**src/rtl/cmd_frame_rx_pkg.sv**
```systemverilog
// cmd_frame_rx_pkg: shared constants and FSM state type for the command frame receiver
package cmd_frame_rx_pkg;
  localparam logic [7:0] SYNC_BYTE = 8'hA5;
  localparam int SPEED_LSB = 4;
  localparam int DIR_LSB = 0;
  localparam int MODE_LSB = 0;
  localparam logic [1:0] DEF_MODE = 2'd0;
  typedef enum logic [1:0] {HUNT, GOT_B1_WAIT, GOT_B2_WAIT, CHK_WAIT} state_t;
endpackage

```
**src/rtl/cmd_frame_rx_err_window.sv**
```systemverilog
// rx_err_window: counts frames per window and latches the saturated bad-frame count
module rx_err_window #(
  parameter int win_frames = 16,
  parameter int cmd_l = 4
) (
  input  logic             clk,
  input  logic             rst,
  input  logic             frame_done,
  input  logic             frame_bad,
  output logic [cmd_l-1:0] err_rate
);
  localparam int FW = $clog2(win_frames + 1);
  localparam logic [FW-1:0] FRAME_LAST = FW'(win_frames - 1);
  logic [FW-1:0] frame_cnt;
  logic [cmd_l-1:0] err_cnt, err_next;
  always_comb err_next = (frame_bad && err_cnt != '1) ? err_cnt + 1'b1 : err_cnt;
  always_ff @(posedge clk) begin
    if (rst) begin
      frame_cnt <= '0;
      err_cnt <= '0;
      err_rate <= '0;
    end else if (frame_done) begin
      if (frame_cnt == FRAME_LAST) begin
        err_rate <= err_next;
        frame_cnt <= '0;
        err_cnt <= '0;
      end else begin
        frame_cnt <= frame_cnt + 1'b1;
        err_cnt <= err_next;
      end
    end
  end
endmodule

```
**src/rtl/cmd_frame_rx.sv**
```systemverilog
// cmd_frame_rx: assembles and checksums 4-byte command frames, with gap abort and link timeout
module cmd_frame_rx
  import cmd_frame_rx_pkg::*;
#(
  parameter int def_speed_cmd = 5,
  parameter int def_dir_cmd = 8,
  parameter int cmd_l = 4,
  parameter int win_frames = 16,
  parameter int byte_gap_max = 64,
  parameter int timeout_cyc = 100000
) (
  input  logic             clk,
  input  logic             rst,
  input  logic [7:0]       rx_data,
  input  logic             rx_valid,
  output logic [cmd_l-1:0] speed_cmd_o,
  output logic [cmd_l-1:0] dir_cmd_o,
  output logic [1:0]       mode_o,
  output logic [cmd_l-1:0] err_rate_o,
  output logic             frame_ok,
  output logic             frame_err,
  output logic             link_lost
);
  localparam int GW = $clog2(byte_gap_max + 1);
  localparam int IW = $clog2(timeout_cyc + 1);
  localparam logic [GW-1:0] GAP_LAST = GW'(byte_gap_max - 1);
  localparam logic [IW-1:0] IDLE_MAX = IW'(timeout_cyc);
  localparam logic [IW-1:0] IDLE_LAST = IW'(timeout_cyc - 1);
  localparam logic [cmd_l-1:0] DEF_SPEED = cmd_l'(def_speed_cmd);
  localparam logic [cmd_l-1:0] DEF_DIR = cmd_l'(def_dir_cmd);
  state_t state, state_n;
  logic [7:0] b1, b2;
  logic [GW-1:0] gap_cnt;
  logic [IW-1:0] idle_cnt;
  logic good, bad, gap_abort;
  always_comb begin
    state_n = state;
    good = 1'b0;
    bad = 1'b0;
    gap_abort = state != HUNT && !rx_valid && gap_cnt == GAP_LAST;
    case (state)
      HUNT:        if (rx_valid && rx_data == SYNC_BYTE) state_n = GOT_B1_WAIT;
      GOT_B1_WAIT: if (rx_valid) state_n = GOT_B2_WAIT;
      GOT_B2_WAIT: if (rx_valid) state_n = CHK_WAIT;
      CHK_WAIT: if (rx_valid) begin
        state_n = HUNT;
        good = rx_data == (b1 ^ b2);
        bad = !good;
      end
      default: state_n = HUNT;
    endcase
    if (gap_abort) begin
      state_n = HUNT;
      bad = 1'b1;
    end
  end
  always_ff @(posedge clk) begin
    if (rst) begin
      state <= HUNT;
      b1 <= '0;
      b2 <= '0;
      gap_cnt <= '0;
      idle_cnt <= '0;
      frame_ok <= 1'b0;
      frame_err <= 1'b0;
      link_lost <= 1'b0;
      speed_cmd_o <= DEF_SPEED;
      dir_cmd_o <= DEF_DIR;
      mode_o <= DEF_MODE;
    end else begin
      state <= state_n;
      gap_cnt <= (state == HUNT || rx_valid) ? '0 : gap_cnt + 1'b1;
      if (rx_valid && state == GOT_B1_WAIT) b1 <= rx_data;
      if (rx_valid && state == GOT_B2_WAIT) b2 <= rx_data;
      frame_ok <= good;
      frame_err <= bad;
      idle_cnt <= good ? '0 : (idle_cnt == IDLE_MAX ? idle_cnt : idle_cnt + 1'b1);
      // a good frame takes priority over a timeout expiring in the same cycle
      if (good) begin
        speed_cmd_o <= b1[SPEED_LSB +: cmd_l];
        dir_cmd_o <= b1[DIR_LSB +: cmd_l];
        mode_o <= b2[MODE_LSB +: 2];
        link_lost <= 1'b0;
      end else if (idle_cnt == IDLE_LAST) begin
        speed_cmd_o <= DEF_SPEED;
        dir_cmd_o <= DEF_DIR;
        mode_o <= DEF_MODE;
        link_lost <= 1'b1;
      end
    end
  end
  rx_err_window #(.win_frames(win_frames), .cmd_l(cmd_l)) u_win (
    .clk(clk),
    .rst(rst),
    .frame_done(good | bad),
    .frame_bad(bad),
    .err_rate(err_rate_o)
  );
endmodule

```
**config.mk**
```make
export PLATFORM = sky130hd
export DESIGN_NAME = cmd_frame_rx
export DESIGN_NICKNAME = d
export VERILOG_FILES = /design/src/rtl/cmd_frame_rx_pkg.sv /design/src/rtl/cmd_frame_rx_err_window.sv /design/src/rtl/cmd_frame_rx.sv
export SDC_FILE = /design/constraint.sdc
export NUM_CORES = 1
export LEC_CHECK = 0
export CORE_UTILIZATION = 46
export DETAILED_ROUTE_END_ITERATION = 12
export PLACE_DENSITY_LB_ADDON = 0.08
export SYNTH_ARGS = -nofsm -noshare
export SYNTH_HDL_FRONTEND = slang
export SYNTH_HIERARCHICAL = 1
export SYNTH_SLANG_ARGS = --single-unit
```
**constraint.sdc**
```tcl
create_clock -name clk -period 2.65 [get_ports clk]
set_input_delay 0.53 -clock clk [delete_from_list [all_inputs] [get_ports clk]]
set_output_delay 0.53 -clock clk [all_outputs]
set_load 0.005 [all_outputs]
```
==> results of run 1 <==
tightest hold or removal path, delay by kind of cell (launching register included):
| kind | cells | cell delay (ns) |
|---|---|---|
| compound gates | 1 | 0.05 |
| simple gates | 1 | 0.05 |
| flops | 1 | 0.32 |
cells in the mapped netlist (8+ instances only):
cell type,number
nor3_1,8
or3_1,10
nor2b_1,8
dfxtp_1,68
mux2_2,9
nor2_1,29
a21oi_1,33
clkbuf_1,10
ha_1,9
xnor2_1,10
inv_1,12
nand3_1,34
nand2_1,35
power groups by stage:
| stage | Sequential (mW) | Clock (mW) | Combinational, mW |
|---|---|---|---|
| after CTS | 1.07 | 0.777 | 0.223 |
| final | 1.07 | 0.756 | 0.222 |
| after global placement | 1.10 | 0 | 0.218 |
| after global routing | 1.08 | 0.822 | 0.247 |
| after detailed placement | 1.10 | 0 | 0.222 |
| after floorplan | 1.09 | 0 | 0.153 |
routing by layer:
metal | track usage, % | vias to the layer above | share of wire (%)
met5 | 0 | - | 0
met4 | 8.18 | 0 | 1.4
met3 | 4.00 | 8 | 2.5
met2 | 31.4 | 29 | 45
met1 | 25.5 | 1227 | 51
li1 | - | 1353 | -
cells by family (layout without fill, tap and decap cells):
| family | Yosys count | after routing | share of synthesized area, % |
|---|---|---|---|
| adders and majority gates | 9 | 9 | 3.41 |
| muxes | 14 | 14 | 4.59 |
| DFF | 68 | 68 | 41.3 |
| and+or+nand+nor | 156 | 156 | 25.8 |
| buffers and inverters | 29 | 72 | 3.45 |
| xor gates and xnor gates | 25 | 25 | 10.1 |
| AOI/OAI and AO/OA | 59 | 59 | 11.4 |
metrics by stage:
stage          instances  instance area, µm²  util, %
6_report             499                3930     57.2
2_1_floorplan        360                3300        -
3_5_place_dp         484                3760     54.8
3_3_place_gp         484                3760     54.8
5_1_grt              499                3930     57.2
4_1_cts              499                3930     57.2
flip-flops by register name (all words and copies together) (netlist names):
register         flops
b1                   8
speed_cmd_o          4
mode_o               2
idle_cnt            17
b2                   8
state                2
frame_ok             1
link_lost            1
dir_cmd_o            4
u_win/frame_cnt      5
gap_cnt              7
frame_err            1
u_win/err_cnt        4
u_win/err_rate       4
final cells by class:
class,count,area [µm²]
Fill cell,650,2940
Tap cell,96,120
Clock buffer,13,159
Inverter,13,48.8
Multi-Input combinational cell,263,1820
Timing Repair Buffer,44,410
Sequential cell,68,1360
Clock inverter,2,10.0
how the worst max path moves through the flow:
| stage | end | cells past startpoint |
|---|---|---|
| after floorplan | u_win/err_rate[3] | 8 |
| after global placement | u_win/err_rate[3] | 9 |
| after detailed placement | u_win/err_rate[3] | 9 |
| after CTS | u_win/err_rate[3] | 9 |
| after global routing | u_win/err_rate[3] | 9 |
| final | u_win/err_rate[3] | 9 |
==> impl_metrics.toml, run 1 <==
[status]
status = "complete, no violations"

[logic_synthesis]
synth_cell_types = 50
postSynthCellCount = 360
synth_top_flop_cell = "dfxtp_1"
syn_area_per_cell_um2 = 9.16
ys_async_sr_fraction_pct = 0
synth_edf_count = 0
synth_seq_area_share_pct = 41.3
synthTopCellsByArea = "dfxtp_1, nand3_1, a21oi_1, xnor3_1, nand2_1"
yosysWarnings = 6
synth_top_area_share_pct = 41.3
synth-seq-cells = 68
netlist_area_mm2 = 0.00330
syn_nets = 380
synth.largest_area_cell = "dfxtp_1"

[cts]
clockBufferDepth = 2
tritoncts = "built"
clk_pin_slew_ns = 0.07
numCtsBuffers = 9
clkLatencyLatePin_ns = 0.34
post_cts_resized = 0
root_buffer = "clkbuf_8"
h-tree-depth = 3
cts-hold-fix-buffers = 0
clock_sinks = 68
post_cts_buffers = 0

[place]
hpwlAfterDp_mm = 4.74
place.gp.congestion = 0.804
port_buffers = 27
dp_worst_setup_slack_ns = 0.0844

[grt]
track_usage_pct = 19.5
grt_max_degree = 40
overflow = 0
grt_pass1_vias = 2468
grt_pass1_wl_mm = 11.4
grt_antenna_before_repair = 0

[worst_setup_path]
critPathKind = "primary input to flop"
worstSetupStartpoint = "rx_data[1]"
max_stage_delay_ns = 0.48
r2r_start = "b2[4]"
cp_slowest_cell = "clkdlybuf4s50_1"
cp-end-kind = "flop"
reg2reg_setup_slack_ns = 0.68
rr_worst_depth = 8
critical_path.cell_chain = "clkdlybuf4s50_1, xnor3_2, nand4_4, o21bai_1, nand2_1, nand4_1, mux2_2, mux2i_1, nor2_1"
path_delay_family = "buffers and inverters"
arrival_ns = 2.44
crit_fanout = 4
worst-path-buf-inv = 1
critPathLaunchType = "primary input"
r2r_end = "u_win/err_rate[3]"
required_ns = 2.87

[floorplanning]
ios = 28
coreArea_mm2 = 0.00687
initial_core_util_pct = 48.0
die-width_um = 86.7
die-area_mm2 = 0.00751
die_y_um = 86.7
rows = 30

[power_and_ir_drop]
p_leak_nw = 1.43
p_total_mw = 2.05
intPower_mw = 1.53
netSwitchingFraction_pct = 25.4
ir_drop_mv = 0.257
clkPwrFrac_pct = 36.9
p_comb_share_pct = 10.8
p_seq_share_pct = 52.3
power.switching_mw = 0.520
power_density_mw_per_mm2 = 522

[final_layout]
final_nets = 419
layout_common_cells = "dfxtp_1, nand2_1, nand3_1"
drive_gt1_share_pct = 12.7
area_growth_pct = 19.2
final_common_cell = "dfxtp_1"
n_antenna_cell = 0

[timing]
fin_worst_hold_slack_ns = 0.461
min_period_over_period_pct = 83.9
clock-skew-final_ns = 0.00837
layout_min_cycle_time_ns = 2.22
tns_ns = 0
setup_viol = 0
finalMaxSlewViolations = 0
finalHoldViolations = 0
relSlewSlack_pct = 62.4
tightest_slew_ns = 0.558
rsz0062_at_grt = "false"
fmax_mhz = 450
final.setup.worst_slack_ns = 0.426

[worst_hold_path]
min_path_cells = 2
holdPathEnd = "b2[6]"
hp-class = "flop to flop"
hp-start = "b2[6]"

[route]
ant_nets = 0
finalWirelength_mm = 6.68
dr.pass1.iters = 4
drt_iter0_drc = 115
routed_via_density = 5.24
wire_per_inst_um = 13.4
vias = 2617
drc_errors = 0

[flow_run]
drv_cap = 0
Power figures use the tool's default switching activity.
==> inputs of run 2 (changes only) <==
==> constraint.sdc (replaced) <==
create_clock -name clk -period 2 [get_ports clk]
set_input_delay 0.4 -clock clk [delete_from_list [all_inputs] [get_ports clk]]
set_output_delay 0.4 -clock clk [all_outputs]
set_load 0.005 [all_outputs]
==> run 2 against run 1 <==
Via count is 1.4% higher; clock power is 38% higher; combinational power is 40% higher; worst hold slack worse by 0.00075 ns; first-iteration DRC count is 10% higher; clock skew is 0.0025 ns higher; setup slack worse by 0.33 ns; flip-flop and latch count stayed put; final cell count is 3.0% higher; sequential power is 34% higher; critical endpoint unchanged.
==> impl_metrics.toml, run 2 (synthesized netlist as in run 1, its figures left out) <==
[timing]
layout_min_cycle_time_ns = 1.90
relSlewSlack_pct = 63.4
finalHoldViolations = 0
finalMaxSlewViolations = 0
tns_ns = 0
fmax_mhz = 525
clock-skew-final_ns = 0.0109
min_period_over_period_pct = 95.2
tightest_slew_ns = 0.544
final.setup.worst_slack_ns = 0.0956
setup_viol = 0

[power_and_ir_drop]
p_comb_share_pct = 11.2
p_total_mw = 2.77
intPower_mw = 2.10
power_density_mw_per_mm2 = 680
power.switching_mw = 0.676
ir_drop_mv = 0.420
p_seq_share_pct = 51.4
p_leak_nw = 1.49
netSwitchingFraction_pct = 24.4
clkPwrFrac_pct = 37.4

[final_layout]
final_common_cell = "dfxtp_1"
regMostFlops = "idle_cnt"
layout_common_cells = "dfxtp_1, nand3_1, nand2_1, a21oi_1, buf_4"
drive_gt1_share_pct = 17.0
largest_reg_flops = 17
final_nets = 435
nFillCells = 656
reg_top3 = "idle_cnt: 17 flops, b1: 8 flops, b2: 8 flops"
n_antenna_cell = 0
area_growth_pct = 23.7

[worst_setup_path]
critPathKind = "primary input to flop"
required_ns = 2.23
critPathLaunchType = "primary input"
critical_path.cell_chain = "clkdlybuf4s50_1, xnor3_1, nand4_2, o21bai_2, nand2_2, nand4_1, mux2_2, mux2i_1, nor2_1"
crit_fanout = 2
cp_slowest_cell = "clkdlybuf4s50_1"
cp-end-kind = "flop"
arrival_ns = 2.13
max_stage_delay_ns = 0.44

[status]
status = "complete, no violations"

[grt]
track_usage_pct = 19.3
grt_pass1_wl_mm = 11.2
grt_pass1_vias = 2445
overflow = 0
grt_max_degree = 24
grt_antenna_before_repair = 0

[floorplanning]
die-width_um = 86.7
initial_core_util_pct = 48.0
die-area_mm2 = 0.00751
coreArea_mm2 = 0.00687
die_y_um = 86.7
rows = 30
ios = 28

[route]
wire_per_inst_um = 13.0
vias = 2654
routed_via_density = 5.16
dr.pass1.iters = 5
ant_nets = 0
finalWirelength_mm = 6.70
drc_errors = 0
drt_iter0_drc = 127

[cts]
tritoncts = "built"
root_buffer = "clkbuf_8"
cts-hold-fix-buffers = 0
h-tree-depth = 3
post_cts_buffers = 0
clkLatencyLatePin_ns = 0.34
clockBufferDepth = 2
clock_sinks = 68
numCtsBuffers = 9
clk_pin_slew_ns = 0.07

[place]
port_buffers = 27
hpwlAfterDp_mm = 4.85
place.gp.congestion = 0.803
dp_worst_setup_slack_ns = -0.448

[worst_hold_path]
hp-class = "flop to flop"

[flow_run]
drv_cap = 0
## run 2: path summary, 6_finish.rpt
kind	startpoint	endpoint	slack, ns	cells past startpoint
worst max-delay path	rx_data[5]	u_win/err_rate[3]	0.1	9
worst min register to register	b2[3]	b2[3]	0.46	2
worst min-delay path	b2[3]	b2[3]	0.46	2
worst max register to register	b2[4]	u_win/err_rate[3]	0.12	8
## run 2: timing repair
action                     4_1_cts  5_1_grt
resized for setup                2        5
setup endpoints to repair        8        8
cloned                           0        0
pin swaps                        7        2
## run 2: final cells by class
type	instances	area [µm²]	share of cell area, %
Timing Repair Buffer	60	541	13.2
Clock buffer	11	131	3.22
Tap cell	96	120	2.94
Inverter	13	48.8	1.20
Sequential cell	68	1360	33.4
Multi-Input combinational cell	263	1840	45.0
Clock inverter	3	40.0	0.981
## run 2: stage by stage
stage / area [µm²] / utilization (%) / hold slack, ns / cells
floorplan: 3300 / - / 0.430 / 360
global placement: 3900 / 56.7 / 0.446 / 500
detailed placement: 3900 / 56.7 / 0.451 / 500
finish: 4080 / 59.4 / 0.460 / 514
global route: 4080 / 59.4 / 0.474 / 514
CTS: 4070 / 59.2 / 0.461 / 514
## run 2: power by group through the flow
stage	sequential (mW)	combinational [mW]	clock (mW)
after global placement	1.45	0.301	0
after detailed placement	1.45	0.304	0
after CTS	1.42	0.308	1.07
final	1.43	0.311	1.04
after floorplan	1.44	0.203	0
after global routing	1.43	0.348	1.13
## run 2: layer usage
| layer | up-vias | part of all wire (%) | global-route usage, % | wire, µm |
|---|---|---|---|---|
| met5 | - | 0 | 0 | 0 |
| met4 | 0 | 2.0 | 10.2 | 137 |
| met3 | 11 | 2.9 | 3.43 | 193 |
| met2 | 43 | 45 | 29.9 | 3020 |
| met1 | 1213 | 50 | 25.7 | 3350 |
| li1 | 1387 | - | - | - |
## run 2: worst max-delay path: cells and delay by family
kind,cells,cell delay [ns]
multiplexers,2,0.48
buffers and inverters,1,0.44
AND/OR/NAND/NOR,4,0.38
XOR/XNOR,1,0.23
AO/OA/AOI/OAI,1,0.21
==> inputs of run 3 (changes only) <==
--- a/config.mk
+++ b/config.mk
@@ -5,7 +5,7 @@
 export SDC_FILE = /design/constraint.sdc
 export NUM_CORES = 1
 export LEC_CHECK = 0
-export CORE_UTILIZATION = 46
+export CORE_UTILIZATION = 45
 export DETAILED_ROUTE_END_ITERATION = 12
 export PLACE_DENSITY_LB_ADDON = 0.08
 export SYNTH_ARGS = -nofsm -noshare
==> run 3 against run 2 <==
Wire length is 1.3% higher; setup slack worse by 0.0044 ns; sequential share of layout area is 0.22 points lower; first-iteration DRC count is 13% higher; critical endpoint unchanged; total power is 0.51% higher; largest cell class unchanged; die area is 2.2% higher; highest routed layer unchanged; critical path type unchanged; final cell count is 0.39% lower; sequential power hardly changed.
==> impl_metrics.toml, run 3 (synthesized netlist as in run 1, its figures left out) <==
[cts]
clockBufferDepth = 2
root_buffer = "clkbuf_8"
post_cts_buffers = 0
cts-hold-fix-buffers = 0
tritoncts = "built"
h-tree-depth = 3
clkLatencyLatePin_ns = 0.33
clock_sinks = 68
numCtsBuffers = 9
clk_pin_slew_ns = 0.07

[grt]
track_usage_pct = 19.4
grt_pass1_vias = 2517
busiest_layer = "met2"
overflow = 0
use_met1_pct = 26.0
grt_pass1_wl_mm = 11.6
use_met3_pct = 3.02
grt_antenna_before_repair = 0
met2_usage_pct = 31.3
grt_max_degree = 48

[worst_hold_path]
hp-class = "primary input to flop"
min_path_cells = 3
holdPathEnd = "b2[1]"
hp-start = "rx_data[1]"

[route]
routed_via_density = 5.24
drc_errors = 0
finalWirelength_mm = 6.79
vias = 2684
dr.pass1.iters = 4
drt_iter0_drc = 144
wire_per_inst_um = 13.3
ant_nets = 0

[final_layout]
fin_util_pct = 59.2
final_cells = 512
multiInputGateArea_mm2 = 0.00185
seq_area_mm2 = 0.00136
n_antenna_cell = 0
final_common_cell = "dfxtp_1"
drive_gt1_share_pct = 16.1
reg_top3 = "idle_cnt: 17 flops, b1: 8 flops, b2: 8 flops"
final_nets = 431
area_growth_pct = 24.5
nFillCells = 646
stdcell_area_mm2 = 0.00411
layout_common_cells = "dfxtp_1, nand3_1, nand2_1"
largest_reg_flops = 17
regMostFlops = "idle_cnt"

[place]
place.gp.congestion = 0.818
dpl_cell_area_mm2 = 0.00389
port_buffers = 27
hpwlAfterDp_mm = 4.77
dp.cells = 496

[timing]
tightest_slew_ns = 0.508
fmax_mhz = 524
clock-skew-final_ns = 0.00852
layout_min_cycle_time_ns = 1.91
min_period_over_period_pct = 95.4
finalHoldViolations = 0
fin_worst_hold_slack_ns = 0.423
relSlewSlack_pct = 65.8
finalMaxSlewViolations = 0
tns_ns = 0
setup_viol = 0

[floorplanning]
die_y_um = 87.6
initial_core_util_pct = 47.5
die-area_mm2 = 0.00768
die-width_um = 87.6
rows = 30
coreArea_mm2 = 0.00694
ios = 28

[flow_run]
drv_cap = 0

[worst_setup_path]
rr_worst_depth = 8
cp-end-kind = "flop"
r2r_start = "b2[1]"
r2r_end = "u_win/err_rate[3]"
reg2reg_setup_slack_ns = 0.11
arrival_ns = 2.13
required_ns = 2.22
critPathLaunchType = "primary input"
worstSetupStartpoint = "rx_data[0]"
crit_fanout = 3
critPathKind = "primary input to flop"

[power_and_ir_drop]
ir_drop_mv = 0.428
p_leak_nw = 1.49
netSwitchingFraction_pct = 24.8
intPower_mw = 2.09
power.switching_mw = 0.692
p_seq_share_pct = 51.2
clkPwrFrac_pct = 37.2
power_density_mw_per_mm2 = 679
p_comb_share_pct = 11.6

[status]
status = "complete, no violations"
## run 3: worst max-delay path by stage
| stage | endpoint | cells past startpoint |
|---|---|---|
| finish | u_win/err_rate[3] | 9 |
| global route | u_win/err_cnt[1] | 9 |
| CTS | u_win/err_rate[3] | 9 |
| detailed placement | u_win/err_rate[3] | 9 |
| global placement | u_win/err_rate[3] | 9 |
| floorplan | u_win/err_rate[3] | 8 |
## run 3: layer usage
layer  up-vias  routed length, µm
met1      1257               3380
met4         0                 62
li1       1383                  -
met3         6                212
met2        38               3130
met5         -                  0
## run 3: area by class of cell
| cell class | instances | share of cell area [%] |
|---|---|---|
| multi-input combinational | 263 | 45.1 |
| sequential | 68 | 33.2 |
| timing repair buffer | 56 | 13.2 |
| clock buffer | 15 | 4.29 |
| tap | 96 | 2.92 |
| inverter | 13 | 1.19 |
| clock inverter | 1 | 0.122 |
## run 3: through the flow
stage | worst slack (ns) | total power, mW
after floorplan | 0.0689 | 1.64
after global placement | -0.433 | 1.75
after detailed placement | -0.476 | 1.76
after CTS | 0.0274 | 2.81
after global routing | -0.0341 | 2.93
final | 0.0912 | 2.79
## run 3: power by group through the flow
stage	Sequential (mW)	Combinational (mW)	Clock, mW
CTS	1.43	0.314	1.07
global placement	1.45	0.299	0
global route	1.43	0.360	1.14
floorplan	1.44	0.203	0
detailed placement	1.45	0.304	0
finish	1.43	0.324	1.04
## run 3: critical path, cell delays in order
cell	delay, ns
clkdlybuf4s50_1	0.49
xnor3_2	0.27
nand4_4	0.13
o21bai_4	0.08
nand2_2	0.10
nand4_1	0.13
mux2_4	0.33
mux2i_1	0.14
nor2_1	0.05
## run 3: timing repair
action / CTS / global route
gates cloned: 0 / 0
resized for setup: 2 / 5
pin swaps: 7 / 4
endpoints found under the hold margin: 0 / 0
setup endpoints to repair: 7 / 8
